**config.mk**
```make
export PLATFORM = sky130hd
export DESIGN_NAME = ysyx_lsu
export DESIGN_NICKNAME = d
export VERILOG_FILES = /design/src/rtl/ysyx_lsu.sv
export SDC_FILE = /design/constraint.sdc
export NUM_CORES = 1
export LEC_CHECK = 0
export ABC_AREA = 1
export BUFFER_PORTS_ARGS = -buffer_cell sky130_fd_sc_hd__buf_2
export CAP_MARGIN = 15
export CORE_UTILIZATION = 45
export DETAILED_ROUTE_END_ITERATION = 8
export PLACE_DENSITY = 0.85
export SLEW_MARGIN = 0
export SYNTH_ARGS = -nofsm -noshare
export SYNTH_HDL_FRONTEND = slang
export SYNTH_SLANG_ARGS = --single-unit
```
**constraint.sdc**
```tcl
create_clock -name clk -period 3.1 [get_ports clk]
set_input_delay 0.62 -clock clk [delete_from_list [all_inputs] [get_ports clk]]
set_output_delay 0.62 -clock clk [all_outputs]
set_load 0.02 [all_outputs]
```
**src/rtl/ysyx_lsu.sv**
```systemverilog
// Load/store unit: turns one EXU request into an AXI-lite style read or write, aligns data and strobes.
// Optional build macro YSYX_LSU_ALIGN_CHECK_EN: misaligned H/W accesses fault without touching the bus.
module ysyx_lsu #(
    parameter int BIT_W = 32
) (
    input  logic             clk,
    input  logic             rst,
    input  logic             avalid_i,
    input  logic             ren_i,
    input  logic             wen_i,
    input  logic [BIT_W-1:0] addr_i,
    input  logic [BIT_W-1:0] wdata_i,
    input  logic [2:0]       func3_i,
    output logic [BIT_W-1:0] rdata_o,
    output logic             rvalid_o,
    output logic             wready_o,
    output logic             fault_o,
    output logic             arvalid_o,
    output logic [BIT_W-1:0] araddr_o,
    input  logic             arready_i,
    input  logic             rvalid_i,
    input  logic [BIT_W-1:0] rdata_i,
    input  logic [1:0]       rresp_i,
    output logic             rready_o,
    output logic             awvalid_o,
    output logic [BIT_W-1:0] awaddr_o,
    input  logic             awready_i,
    output logic             wvalid_o,
    output logic [BIT_W-1:0] wdata_o,
    output logic [3:0]       wstrb_o,
    input  logic             wready_i,
    input  logic             bvalid_i,
    input  logic [1:0]       bresp_i,
    output logic             bready_o
);
    localparam logic [2:0] IDLE    = 3'd0;
    localparam logic [2:0] RD_ADDR = 3'd1;
    localparam logic [2:0] RD_DATA = 3'd2;
    localparam logic [2:0] WR_REQ  = 3'd3;
    localparam logic [2:0] WR_RESP = 3'd4;
    localparam logic [2:0] DONE    = 3'd5;

    logic [2:0]       state_reg;
    logic [BIT_W-1:0] addr_reg;
    logic [BIT_W-1:0] wdata_reg;
    logic [2:0]       func3_reg;
    logic             is_load_reg;
    logic             aw_done_reg;
    logic             w_done_reg;
    logic             fault_reg;
    logic [BIT_W-1:0] rdata_reg;

    logic             misaligned;
    logic             aw_hs;
    logic             w_hs;
    logic [BIT_W-1:0] shifted_rdata;
    logic [BIT_W-1:0] ext_rdata;
    logic [3:0]       base_strb;

`ifdef YSYX_LSU_ALIGN_CHECK_EN
    assign misaligned = (func3_i[1:0] == 2'b01 && addr_i[0]) ||
                        (func3_i[1:0] == 2'b10 && addr_i[1:0] != 2'b00);
`else
    assign misaligned = 1'b0;
`endif

    assign aw_hs = awvalid_o && awready_i;
    assign w_hs  = wvalid_o && wready_i;

    // Bytes shifted past the top of the word are simply lost on misaligned accesses.
    assign shifted_rdata = rdata_i >> {addr_reg[1:0], 3'b000};

    always_comb begin
        ext_rdata = shifted_rdata;
        case (func3_reg)
            3'b000:  ext_rdata = {{(BIT_W-8){shifted_rdata[7]}}, shifted_rdata[7:0]};
            3'b001:  ext_rdata = {{(BIT_W-16){shifted_rdata[15]}}, shifted_rdata[15:0]};
            3'b100:  ext_rdata = {{(BIT_W-8){1'b0}}, shifted_rdata[7:0]};
            3'b101:  ext_rdata = {{(BIT_W-16){1'b0}}, shifted_rdata[15:0]};
            default: ext_rdata = shifted_rdata;
        endcase
    end

    always_comb begin
        base_strb = 4'b1111;
        case (func3_reg[1:0])
            2'b00:   base_strb = 4'b0001;
            2'b01:   base_strb = 4'b0011;
            default: base_strb = 4'b1111;
        endcase
    end

    always_ff @(posedge clk) begin
        if (rst) begin
            state_reg   <= IDLE;
            addr_reg    <= '0;
            wdata_reg   <= '0;
            func3_reg   <= '0;
            is_load_reg <= 1'b0;
            aw_done_reg <= 1'b0;
            w_done_reg  <= 1'b0;
            fault_reg   <= 1'b0;
            rdata_reg   <= '0;
        end else begin
            case (state_reg)
                IDLE: begin
                    if (avalid_i && (ren_i || wen_i)) begin
                        addr_reg    <= addr_i;
                        wdata_reg   <= wdata_i;
                        func3_reg   <= func3_i;
                        is_load_reg <= ren_i;
                        aw_done_reg <= 1'b0;
                        w_done_reg  <= 1'b0;
                        fault_reg   <= misaligned;
                        if (misaligned) begin
                            rdata_reg <= '0;
                            state_reg <= DONE;
                        end else begin
                            state_reg <= ren_i ? RD_ADDR : WR_REQ;
                        end
                    end
                end
                RD_ADDR: begin
                    if (arready_i) state_reg <= RD_DATA;
                end
                RD_DATA: begin
                    if (rvalid_i) begin
                        fault_reg <= (rresp_i != 2'b00);
                        rdata_reg <= (rresp_i != 2'b00) ? '0 : ext_rdata;
                        state_reg <= DONE;
                    end
                end
                WR_REQ: begin
                    if (aw_hs) aw_done_reg <= 1'b1;
                    if (w_hs)  w_done_reg  <= 1'b1;
                    if ((aw_done_reg || aw_hs) && (w_done_reg || w_hs)) state_reg <= WR_RESP;
                end
                WR_RESP: begin
                    if (bvalid_i) begin
                        fault_reg <= (bresp_i != 2'b00);
                        if (bresp_i != 2'b00) rdata_reg <= '0;
                        state_reg <= DONE;
                    end
                end
                DONE:    state_reg <= IDLE;
                default: state_reg <= IDLE;
            endcase
        end
    end

    assign arvalid_o = (state_reg == RD_ADDR);
    assign araddr_o  = addr_reg;
    assign rready_o  = (state_reg == RD_DATA);
    assign awvalid_o = (state_reg == WR_REQ) && !aw_done_reg;
    assign awaddr_o  = addr_reg;
    assign wvalid_o  = (state_reg == WR_REQ) && !w_done_reg;
    assign wdata_o   = wdata_reg << {addr_reg[1:0], 3'b000};
    assign wstrb_o   = wvalid_o ? (base_strb << addr_reg[1:0]) : 4'b0000;
    assign bready_o  = (state_reg == WR_RESP);
    assign rvalid_o  = (state_reg == DONE) && is_load_reg;
    assign wready_o  = (state_reg == DONE) && !is_load_reg;
    assign fault_o   = (state_reg == DONE) && fault_reg;
    assign rdata_o   = rdata_reg;
endmodule

```
After elaboration in Yosys (flattened, before gate mapping). Index checks and enable logic that the tools add are counted. Widths: inputs -> output; s select.

Register bits after elaboration: 106. Latch bits: 0. Bits in writable memories: 0. Bits in read-only memories: 0. Bits of input ports: 113. Word-level logic and storage cells: 81. Memories kept: 0.

$add $sub $neg: 0. Multipliers: 0. Div/mod/pow operators: 0. Magnitude comparators: 0. Equal/unequal tests: 17. Shifts and indexed selects: 3. Multiplexer cells: 23. Bitwise logic cells: 0. Reductions and logical operators: 29.

Operators with widths (count): $mux 32 (4); $pmux 32 s4 (1); $pmux 32 s2 (1); $shl 32x5->32 (1); $shr 32x5->32 (1); $mux 3 (5); $pmux 3 s5 (1); $eq 3x3->1 const B (4); $ne 2x2->1 const B (6); $logic_and 1x1->1 (9); $pmux 4 s2 (1); $reduce_and 4->1 (2); $reduce_bool 2->1 (4); $eq 3x1->1 const B (2); $eq 3x2->1 const B (2); $logic_not 3->1 (2); $reduce_and 3->1 (2); $mux 1 (5); $reduce_and 5->1 (1); $mux 4 (1); $ne 2x1->1 const B (2); $pmux 1 s2 (2); $shl 4x2->4 (1); $logic_not 1->1 (3); other kinds (7) (9).

Longest topological paths before layout. Gate-level depths: netlist of run 1.

Word-level depth: 7. Mapped depth: 10. Depth with buffers taken out: 9.

Worst setup path before layout of run 1. Ideal clock, no wire load.

Kind: reg-to-output. From: register state_reg[2]. To: output port wstrb_o[2]. Arrival time: 1.720 ns. Required time: 2.480 ns. Path slack: 0.760 ns. Cell stages (with the launch flop): 7. Path buffers: 1. Path through: dfxtp_1 > clkbuf_2 > inv_1 > nand3_1 > nor2_1 > inv_1 > a221oi_1.

Longest elaborated chain between the ends: 3.

RTL lines: start, declared (RTL line 43) `logic [2:0] state_reg;`; start signal, assigned (RTL line 119) `state_reg <= ren_i ? RD_ADDR : WR_REQ;`; $eq 3x2->1 (RTL line 156) `assign wvalid_o = (state_reg == WR_REQ) && !w_done_reg;`; $logic_and 1x1->1 (RTL line 156); named net wvalid_o (RTL line 28) `output logic wvalid_o,`; $mux 4 (RTL line 158) `assign wstrb_o = wvalid_o ? (base_strb << addr_reg[1:0]) : 4'b0000;`; end, declared (RTL line 30) `output logic [3:0] wstrb_o,`.

The timed path passes the listed nets, and every way through them passes these cells.

Worst setup path in the final report of run 1.
From: register addr_reg[1], in the netlist araddr_o[1]. To: output port wdata_o[16].

Longest elaborated chain between the ends: 1.

RTL lines: start, declared (RTL line 44) `logic [BIT_W-1:0] addr_reg;`; start signal, assigned (RTL line 108) `addr_reg <= addr_i;`; $shl 32x5->32 (RTL line 157) `assign wdata_o = wdata_reg << {addr_reg[1:0], 3'b000};`; end, declared (RTL line 29) `output logic [BIT_W-1:0] wdata_o,`.

Every way passes these cells.

==> run metrics, run 1 <==
CTS tree yes; largest fanout on the critical path 68; synth top area cells dfxtp_1, o21ai_0, nor2_1, nand2_1, a21oi_1; Root Driver clkbuf_16; Unique masters post-synth 29; global-route wire length before repair 24500 microns; met1 Usage GRT 0.3055; final hold slack 0.4596 ns; GPL Wtd Cong 1.007; unrepaired setup endpoints after global routing no; Hold Vio Cnt, Final 0; pwr/cell area 857.4 nW/um^2; GRT met3 Usage 0.03183; Post-CTS Setup Repair Bufs 0; top cell type's share of synthesized area 0.4005; Tcrit/Tclk final 0.8256; Slew HR 0.5866; placed cells 1098; MaxCap Viol Count 0; Post-Syn Nets 895; Site Rows 39; dpl ws 0.9418 ns; DRC viols 0; # IOs 253; # diodes 0; WP data required 2.48 ns; DRT iter0 DRCs 542; Min Clock Period, post-route 2.559 ns; WL/cell 13.85 microns; Gates resized, CTS repair 0; average size of a mapped cell 6.776 sq um; Final nets 1079; fin util 0.5722; number of fill cells 1125; Clock Tree Buf Depth 2; top-count cell post-synth nor2_1; met2 Use GR 0.4207; largest net degree at the start of global routing 87; area growth from synthesis to layout 23.83%; Initial DRT Pass Iterations 6; placed instance area 6286 sq um; Die H 110.5 microns; setup tns final 0 ns; clk_skew 0.009861 ns; Cells after Synth 782; post-route cell area 6561 sq um; H-tree depth 3; Worst VDD drop 0.4263 mV; FMAX 390.7 MHz; class of the worst hold path register to register; ys async rst share 0; Worst setup SP type register; Synth Cell Area 5299 sq um; CTS sink cnt 106; leading area contributor after synthesis dfxtp_1; total number of yosys warnings 0; Worst Slack Setup Final 0.5407 ns; port bufs 252; Die Width 110.5 microns; initial antenna violation count 0; Slew Limit Fails 0; top cells by count, synth nor2_1, o21ai_0, nand2_1; DR vias/cell 5.294; share of post-route cells with drive strength above 1 0.2956; via total after detailed routing 5897; crit path DAT 1.94 ns; register area share after synthesis 0.4005; GRT busiest layer met2; dpl hpwl 11070 microns; CP endpoint kind output port; number of global-route vias before repair 5025; total wire length 15430 microns; Non-Filler Instances 1114; Worst-Skew Late Latency 0.34 ns; status finished clean; die area 12210 sq um; Slew @ Worst Pin 0.6194 ns; Starting Density 0.4621; Worst R2R Setup Slack 1.01 ns; final setup violating endpoints 0; CTS buffer count 9; GRT Util Overall 0.2465; CTS Hold Buffers Added 0; number of enable flip-flop cells after synthesis 0; Power Total 5.626 mW; critical path class register to output port; Core Region 11470 sq um; main flop type after synthesis dfxtp_1; LEAKAGE 3.363 nW; #FFs+latches synth 106; Overflow after GRT 0; clk slew on worst S/H paths 0.06 ns; Antenna Violating Nets Remaining 0
==> report_power, final <==
part	internal [mW]	switching [mW]
logic	0.809	1.89
clock network	0.572	0.503
registers	1.65	0.198
total	3.03	2.59
==> cell usage in the layout (no fill, tap or decap), types with 2 or more instances in the layout <==
master,synthesis,final
buf_2,15,252
nor2_1,148,148
o21ai_0,136,136
nand2_1,124,124
dfxtp_1,106,105
a21oi_1,82,82
inv_1,40,39
nand3_1,29,29
clkbuf_16,0,9
buf_4,34,7
inv_2,4,4
nor3_1,3,3
o22ai_1,3,3
a22oi_1,3,3
o21ai_1,3,3
clkbuf_1,27,3
nor2_4,2,2
nand3_4,2,2
o211a_1,2,2
clkinv_4,0,2
==> routing by layer <==
layer,wire [microns],part of all wire,vias up
li1,-,-,2892
met1,6353,0.41,2666
met2,7575,0.49,295
met3,971,0.063,44
met4,528,0.034,0
met5,0,0,-
==> final timing paths <==
| path | from | end | cells after the start |
|---|---|---|---|
| worst max-delay path | araddr_o[1] | wdata_o[16] | 4 |
| worst min-delay path | rdata_o[11] | rdata_o[11] | 2 |
| worst max register to register | araddr_o[0] | rdata_o[16] | 8 |
| worst min register to register | rdata_o[11] | rdata_o[11] | 2 |
==> cell type report <==
type | count | area, sq um | area share
multi-input cells | 545 | 2485 | 0.3787
clock inverters | 3 | 25.02 | 0.003814
well taps | 143 | 178.9 | 0.02727
inverters | 44 | 165.2 | 0.02517
repair buffers | 260 | 1334 | 0.2033
clock buffers | 13 | 250.2 | 0.03814
flip-flops and latches | 106 | 2123 | 0.3236
==> kinds of logic (layout without fill, tap and decap cells) <==
logic type | after synthesis | in the layout | share of synthesized area
and+or+nand+nor | 312 | 312 | 0.2427
AOI/OAI and AO/OA | 233 | 233 | 0.2262
DFF | 106 | 106 | 0.4005
buffers and inverters | 131 | 320 | 0.1306
==> worst max-delay path, stage by stage (launching register included) <==
cell and delay (ns):
dfxtp_2 0.32, buf_4 0.51, nand2_1 0.31, o21ai_0 0.26
buf_2 0.20
(Power assumes the default switching activity.)
==> run 2, diff against run 1 <==
--- a/config.mk
+++ b/config.mk
@@ -5,12 +5,12 @@
 export SDC_FILE = /design/constraint.sdc
 export NUM_CORES = 1
 export LEC_CHECK = 0
-export ABC_AREA = 1
+export ABC_AREA = 0
 export BUFFER_PORTS_ARGS = -buffer_cell sky130_fd_sc_hd__buf_2
 export CAP_MARGIN = 15
 export CORE_UTILIZATION = 45
 export DETAILED_ROUTE_END_ITERATION = 8
-export PLACE_DENSITY = 0.85
+export PLACE_DENSITY = 0.86
 export SLEW_MARGIN = 0
 export SYNTH_ARGS = -nofsm -noshare
 export SYNTH_HDL_FRONTEND = slang
==> constraint.sdc (replaced) <==
create_clock -name clk -period 2.4 [get_ports clk]
set_input_delay 0.48 -clock clk [delete_from_list [all_inputs] [get_ports clk]]
set_output_delay 0.48 -clock clk [all_outputs]
set_load 0.02 [all_outputs]
==> run 2 against run 1 <==
Worst setup slack got worse by 0.42 ns. Die area decreased by 3.7%. Final cell count is 14% lower. Combinational power is 13% lower. Critical path type unchanged. Largest power group unchanged.
==> run metrics, run 2 <==
Worst-Skew Late Latency 0.34 ns (about the same); critical path's largest stage delay 0.39 ns (was 0.51 ns); Root Driver clkbuf_16 (unchanged); crit path DAT 1.80 ns (was 1.94 ns); Min Clock Period, post-route 2.281 ns; Non-Filler Instances 963 (was 1114); Initial DRT Pass Iterations 5 (was 6); Core Region 10940 sq um (was 11470 sq um); global-route wire length before repair 22430 microns (was 24500 microns); Net Sw Power 2.392 mW (was 2.595 mW); pwr/cell area 911.6 nW/um^2 (was 857.4 nW/um^2); H-tree depth 3 (unchanged); largest fanout on the critical path 11 (was 68); # IOs 253 (unchanged); GPL Wtd Cong 0.9070 (was 1.007); Clock Tree Buf Depth 2 (unchanged); Hold Vio Cnt, Final 0 (unchanged); Overflow after GRT 0 (unchanged); initial antenna violation count 1 (was 0); Antenna Violating Nets Remaining 0 (unchanged); total wire length 14880 microns (was 15430 microns); Post-Synth Simple-Gate Area 0.1825 (was 0.2427); top cell type's share of synthesized area 0.4161 (was 0.4005); power share of the combinational group 0.391 (was 0.480); Die Width 108.5 microns (was 110.5 microns); DRC viols 0 (unchanged); Power Total 5.988 mW (was 5.626 mW); clk slew on worst S/H paths 0.08 ns (was 0.06 ns); CP startpoint state_reg[2] (was araddr_o[1]); largest net degree at the start of global routing 45 (was 87); fin util 0.6007 (was 0.5722); final setup violating endpoints 0 (unchanged); Site Rows 38 (was 39); share of post-route cells with drive strength above 1 0.4010 (was 0.2956); clk_skew 0.006703 ns (was 0.009861 ns); LEAKAGE 3.059 nW (was 3.363 nW); critical path class register to output port (unchanged); r2r worst-path depth 5 (was 8); top cells by count, synth nand2_1, dfxtp_1, a21oi_1 (was nor2_1, o21ai_0, nand2_1); # diodes 0 (unchanged); Die H 108.5 microns (was 110.5 microns); Clk pwr share 0.239 (was 0.191); status finished clean (unchanged); main combinational cell family by area after synthesis compound AO/OA/AOI/OAI gates (was simple AND/OR/NAND/NOR gates); top sig layer met4 (unchanged); Post-CTS Setup Repair Bufs 0 (unchanged); CP delay by family, top simple AND/OR/NAND/NOR gates (was buffers and inverters); average size of a mapped cell 8.279 sq um (was 6.776 sq um); sequential power share 0.370 (was 0.329); most frequent cells in the layout buf_2, nand2_1, dfxtp_1, a21oi_1, o21ai_0 (was buf_2, nor2_1, o21ai_0, nand2_1, dfxtp_1); Final nets 931 (was 1079); WP depth 5 (was 4); top-count cell post-synth nand2_1 (was nor2_1); met1 WL 6066 microns (was 6353 microns); DRT iter0 DRCs 473 (was 542); WL met2 7379 microns (was 7575 microns); commonest non-fill, non-tap cell in the layout buf_2 (unchanged); worst hold path depth 3 (was 2); unrepaired setup endpoints after global routing no (unchanged); Worst VDD drop 0.4273 mV (was 0.4263 mV); FF+latch area 2126 sq um (was 2123 sq um); CTS tree yes (unchanged); Worst setup SP type register (unchanged); Critical R2R Launch state_reg[0] (was araddr_o[0]); mux cell area share after synthesis 0.08685 (was 0); Synth Cell Area 5100 sq um (was 5299 sq um); number of fill cells 984 (was 1125); area growth from synthesis to layout 28.80% (was 23.83%); number of global-route vias before repair 4566 (was 5025); CTS buffer count 9 (unchanged); Slew @ Worst Pin 0.6807 ns (was 0.6194 ns); Sw Share 0.3994 (was 0.4613); DR vias/cell 5.358 (was 5.294); Slew HR 0.5462 (was 0.5866); Starting Density 0.4664 (was 0.4621); class of the worst hold path primary input to register (was register to register); Gates resized, CTS repair 1 (was 0); #FFs+latches synth 106 (unchanged); ys async rst share 0 (unchanged); die area 11760 sq um (was 12210 sq um); Cells after Synth 616 (was 782); CP cell instances nor2b_2, nand2_1, or2_2, a211oi_1, buf_2 (was buf_4, nand2_1, o21ai_0, buf_2); Synth Area in XOR/XNOR 0.001717 (was 0); Slew Limit Fails 0 (unchanged); synth top area cells dfxtp_1, nand2_1, a21oi_1, buf_4, mux2i_1 (was dfxtp_1, o21ai_0, nor2_1, nand2_1, a21oi_1); Tcrit/Tclk final 0.9505; CTS sink cnt 106 (unchanged); CTS Hold Buffers Added 0 (unchanged); WP data required 1.92 ns (was 2.48 ns); dpl hpwl 11020 microns (was 11070 microns); via total after detailed routing 5160 (was 5897); internal power 3.596 mW (was 3.031 mW); min-delay src addr_i[30] (was rdata_o[11]); number of enable flip-flop cells after synthesis 0 (unchanged); total number of yosys warnings 0 (unchanged); register area share after synthesis 0.4161 (was 0.4005); MaxCap Viol Count 0 (unchanged); CP bufs+invs 1 (was 2); placed cells 947 (was 1098); Unique masters post-synth 45 (was 29); Multi-input gate area 2517 sq um (was 2485 sq um); WL/cell 15.45 microns (was 13.85 microns); Adder-Cell Fraction of Synth Area 0 (unchanged); FMAX 438.4 MHz; met3 wire length 1120 microns (was 971 microns); GRT Util Overall 0.2441 (was 0.2465); main flop type after synthesis dfxtp_1 (unchanged); Synth Area in Compound Gates 0.2166 (was 0.2262); CP endpoint kind output port (unchanged); Post-Syn Nets 729 (was 895); setup tns final 0 ns (unchanged); Critical Path Slowest Stage Cell dfxtp_2 (was buf_4); port bufs 252 (unchanged); leading area contributor after synthesis dfxtp_1 (unchanged)
## run 2: cell types whose count changed after synthesis, sizes merged, moves of 9 or more
cell	before	now
a211oi	0	13
a221o	0	17
a22o	0	9
inv	44	5
mux2	0	16
mux2i	0	24
nand2	125	154
nand3	32	2
nor2	152	13
nor2b	0	11
o21ai	139	26
## run 2: logic make-up (layout without fill, tap and decap cells)
logic type	Yosys count	in the layout
and+or+nand+nor	210	210
buffers and inverters	87	294
muxes	41	41
xor gates and xnor gates	1	1
DFF	106	106
AOI/OAI and AO/OA	171	171
## run 2: stage by stage
stage                     worst slack, ns  hold slack, ns  cell area [sq um]
after floorplan                   0.04985          0.4318               5100
after global placement             0.3786          0.4385               6277
after detailed placement           0.2829          0.4424               6277
after CTS                         0.04570          0.3635               6568
after global routing              0.02869          0.3613               6569
final                              0.1188          0.3680               6569
## run 2: power groups by stage
stage	registers, mW	logic [mW]	clock network [mW]
global placement	2.24	2.32	0
floorplan	2.32	1.59	0
global route	2.25	2.55	1.53
CTS	2.22	2.34	1.45
finish	2.22	2.34	1.43
detailed placement	2.25	2.34	0
## run 2: layer usage
layer,vias up,track usage
li1,2506,-
met1,2365,0.3003
met2,266,0.4213
met3,23,0.04581
met4,0,0.08977
met5,-,0
## run 2: worst paths after layout
kind	to	slack, ns
setup / recovery	wstrb_o[1]	0.12
hold / removal	araddr_o[30]	0.37
setup reg to reg	rdata_o[13]	0.48
hold reg to reg	wdata_reg[25]	0.45
## run 2: area by class of cell
class / count / area share
Sequential cell: 106 / 0.3236
Multi-Input combinational cell: 423 / 0.3832
Timing Repair Buffer: 273 / 0.2198
Clock inverter: 6 / 0.007429
Clock buffer: 10 / 0.03638
Tap cell: 140 / 0.02667
Inverter: 5 / 0.002857
## run 2: worst min-delay path: stages
cell	delay, ns
buf_2	0.09
nand2_1	0.04
a21oi_1	0.05
==> run 3, diff against run 2 <==
--- a/config.mk
+++ b/config.mk
@@ -6,7 +6,7 @@
 export NUM_CORES = 1
 export LEC_CHECK = 0
 export ABC_AREA = 0
-export BUFFER_PORTS_ARGS = -buffer_cell sky130_fd_sc_hd__buf_2
+export BUFFER_PORTS_ARGS = -buffer_cell sky130_fd_sc_hd__buf_4
 export CAP_MARGIN = 15
 export CORE_UTILIZATION = 45
 export DETAILED_ROUTE_END_ITERATION = 8
==> run 3 against run 2 <==
Sequential share of layout area decreased by 2.9 points. Clock skew rose by 0.0065 ns. Core utilization is 5.9 points higher. Sequential power about the same. Non-clock buffer count unchanged. Largest cell class unchanged.
==> run metrics, run 3 (synthesis results as in run 2) <==
status finished clean (unchanged); via total after detailed routing 5166 (was 5160); CP endpoint kind output port (unchanged); GPL Wtd Cong 0.9040 (was 0.9070); commonest non-fill, non-tap cell in the layout buf_4 (was buf_2); CTS buffer count 9 (unchanged); WL/cell 16.42 microns (was 15.45 microns); Site Rows 38 (unchanged); WP data required 1.92 ns (about the same); Antenna Violating Nets Remaining 0 (unchanged); unrepaired setup endpoints after global routing no (unchanged); Starting Density 0.4664 (unchanged); Die H 108.5 microns (unchanged); Critical Path Slowest Stage Cell dfxtp_2 (unchanged); clk_skew 0.01318 ns (was 0.006703 ns); crit path DAT 1.78 ns (was 1.80 ns); most frequent cells in the layout buf_4, nand2_1, dfxtp_1, a21oi_1, o21ai_0 (was buf_2, nand2_1, dfxtp_1, a21oi_1, o21ai_0); Clock Tree Buf Depth 2 (unchanged); FMAX 441.8 MHz (was 438.4 MHz); MaxCap Viol Count 0 (unchanged); setup tns final 0 ns (unchanged); # IOs 253 (unchanged); die area 11760 sq um (unchanged); CP bufs+invs 2 (was 1); critical path's largest stage delay 0.58 ns (was 0.39 ns); critical path class register to output port (unchanged); Worst VDD drop 0.4650 mV (was 0.4273 mV); global-route wire length before repair 24030 microns (was 22430 microns); CP cell instances nor2b_1, buf_4, nand2_1, o21ai_0, buf_4 (was nor2b_2, nand2_1, or2_2, a211oi_1, buf_2); CP delay by family, top flip-flops (was simple AND/OR/NAND/NOR gates); post-route cell area 7211 sq um (was 6569 sq um); # diodes 0 (unchanged); port bufs 252 (unchanged); final setup violating endpoints 0 (unchanged); placed instance area 6920 sq um (was 6277 sq um); DRC viols 0 (unchanged); DRT iter0 DRCs 302 (was 473); class of the worst hold path primary input to register (unchanged); largest net degree at the start of global routing 48 (was 45); Min Clock Period, post-route 2.264 ns (was 2.281 ns); total wire length 15820 microns (was 14880 microns); H-tree depth 3 (unchanged); most frequent CP cell buf_4; Hold Vio Cnt, Final 0 (unchanged); clk slew on worst S/H paths 0.08 ns (about the same); Slew HR 0.6055 (was 0.5462); pwr/cell area 869.5 nW/um^2 (was 911.6 nW/um^2); CTS Hold Buffers Added 0 (unchanged); largest fanout on the critical path 21 (was 11); area growth from synthesis to layout 41.39% (was 28.80%); CTS sink cnt 106 (unchanged); Worst-Skew Late Latency 0.34 ns (about the same); GRT Util Overall 0.2626 (was 0.2441); Core Region 10940 sq um (unchanged); Initial DRT Pass Iterations 5 (unchanged); Tcrit/Tclk final 0.9431 (was 0.9505); Final nets 931 (unchanged); initial antenna violation count 0 (was 1); number of global-route vias before repair 4785 (was 4566); CTS tree yes (unchanged); Overflow after GRT 0 (unchanged); Slew @ Worst Pin 0.5881 ns (was 0.6807 ns); Post-CTS Setup Repair Bufs 0 (unchanged); dpl hpwl 11770 microns (was 11020 microns); DR vias/cell 5.364 (was 5.358); Root Driver clkbuf_16 (unchanged); Worst setup SP type register (unchanged); share of post-route cells with drive strength above 1 0.4010 (unchanged); Slew Limit Fails 0 (unchanged); LEAKAGE 3.156 nW (was 3.059 nW); Die Width 108.5 microns (unchanged)
## run 3: changes by cell type in the layout (fill, tap and decap cells not counted)
| cell | previous run | this run |
|---|---|---|
| buf_2 | 252 | 0 |
| buf_4 | 19 | 270 |
| inv_6 | 2 | 4 |
| clkinvlp_4 | 0 | 1 |
| clkinv_4 | 3 | 0 |
| buf_12 | 2 | 3 |
## run 3: worst register-to-register path: cells and delay by family (launching register included)
| family | cells | cell delay, ns |
|---|---|---|
| AO/OA/AOI/OAI | 2 | 0.50 |
| buffers and inverters | 1 | 0.25 |
| flip-flops | 1 | 0.50 |
| AND/OR/NAND/NOR | 2 | 0.64 |
## run 3: path summary, 6_finish.rpt
kind                      start            end  slack (ns)  depth (start not counted)
setup / recovery    araddr_o[0]    wdata_o[16]        0.14                          5
hold / removal      wdata_i[30]  wdata_reg[30]        0.38                          3
setup reg to reg   state_reg[1]    rdata_o[27]        0.46                          5
hold reg to reg   wdata_reg[31]  wdata_reg[31]        0.45                          2
## run 3: report_power, final
part / leakage [nW] / total (mW) / switching (mW) / internal, mW
logic: 2.15 / 2.59 / 1.50 / 1.09
clock network: 0.140 / 1.43 / 0.686 / 0.747
registers: 0.864 / 2.25 / 0.241 / 2.00
total: 3.16 / 6.27 / 2.43 / 3.84
## run 3: cell type report
class	instances	area [sq um]
fillers	956	3725
multi-input cells	423	2517
flip-flops and latches	106	2126
repair buffers	273	2087
clock buffers	10	239.0
well taps	140	175.2
clock inverters	6	47.55
inverters	5	18.77
## run 3: repair_timing
item | in CTS | in global routing
resized for setup | 0 | 2
setup endpoints to repair | 0 | 3
hold endpoints to repair | 0 | 0
## run 3: stage by stage
stage	hold slack, ns	utilization	instances	setup WS (ns)	total power, mW
2_1_floorplan	0.4318	-	616	0.04985	3.910
3_3_place_gp	0.4386	0.6328	947	0.3977	4.827
3_5_place_dp	0.4422	0.6328	947	0.3596	4.865
4_1_cts	0.3663	0.6590	963	0.01543	6.288
5_1_grt	0.3726	0.6594	963	0.01540	6.593
6_report	0.3770	0.6594	963	0.1365	6.270
## run 3: layer usage
metal / track usage / part of all wire
met1: 0.3041 / 0.39
met2: 0.4697 / 0.51
met3: 0.05606 / 0.076
met4: 0.1004 / 0.024
met5: 0 / 0
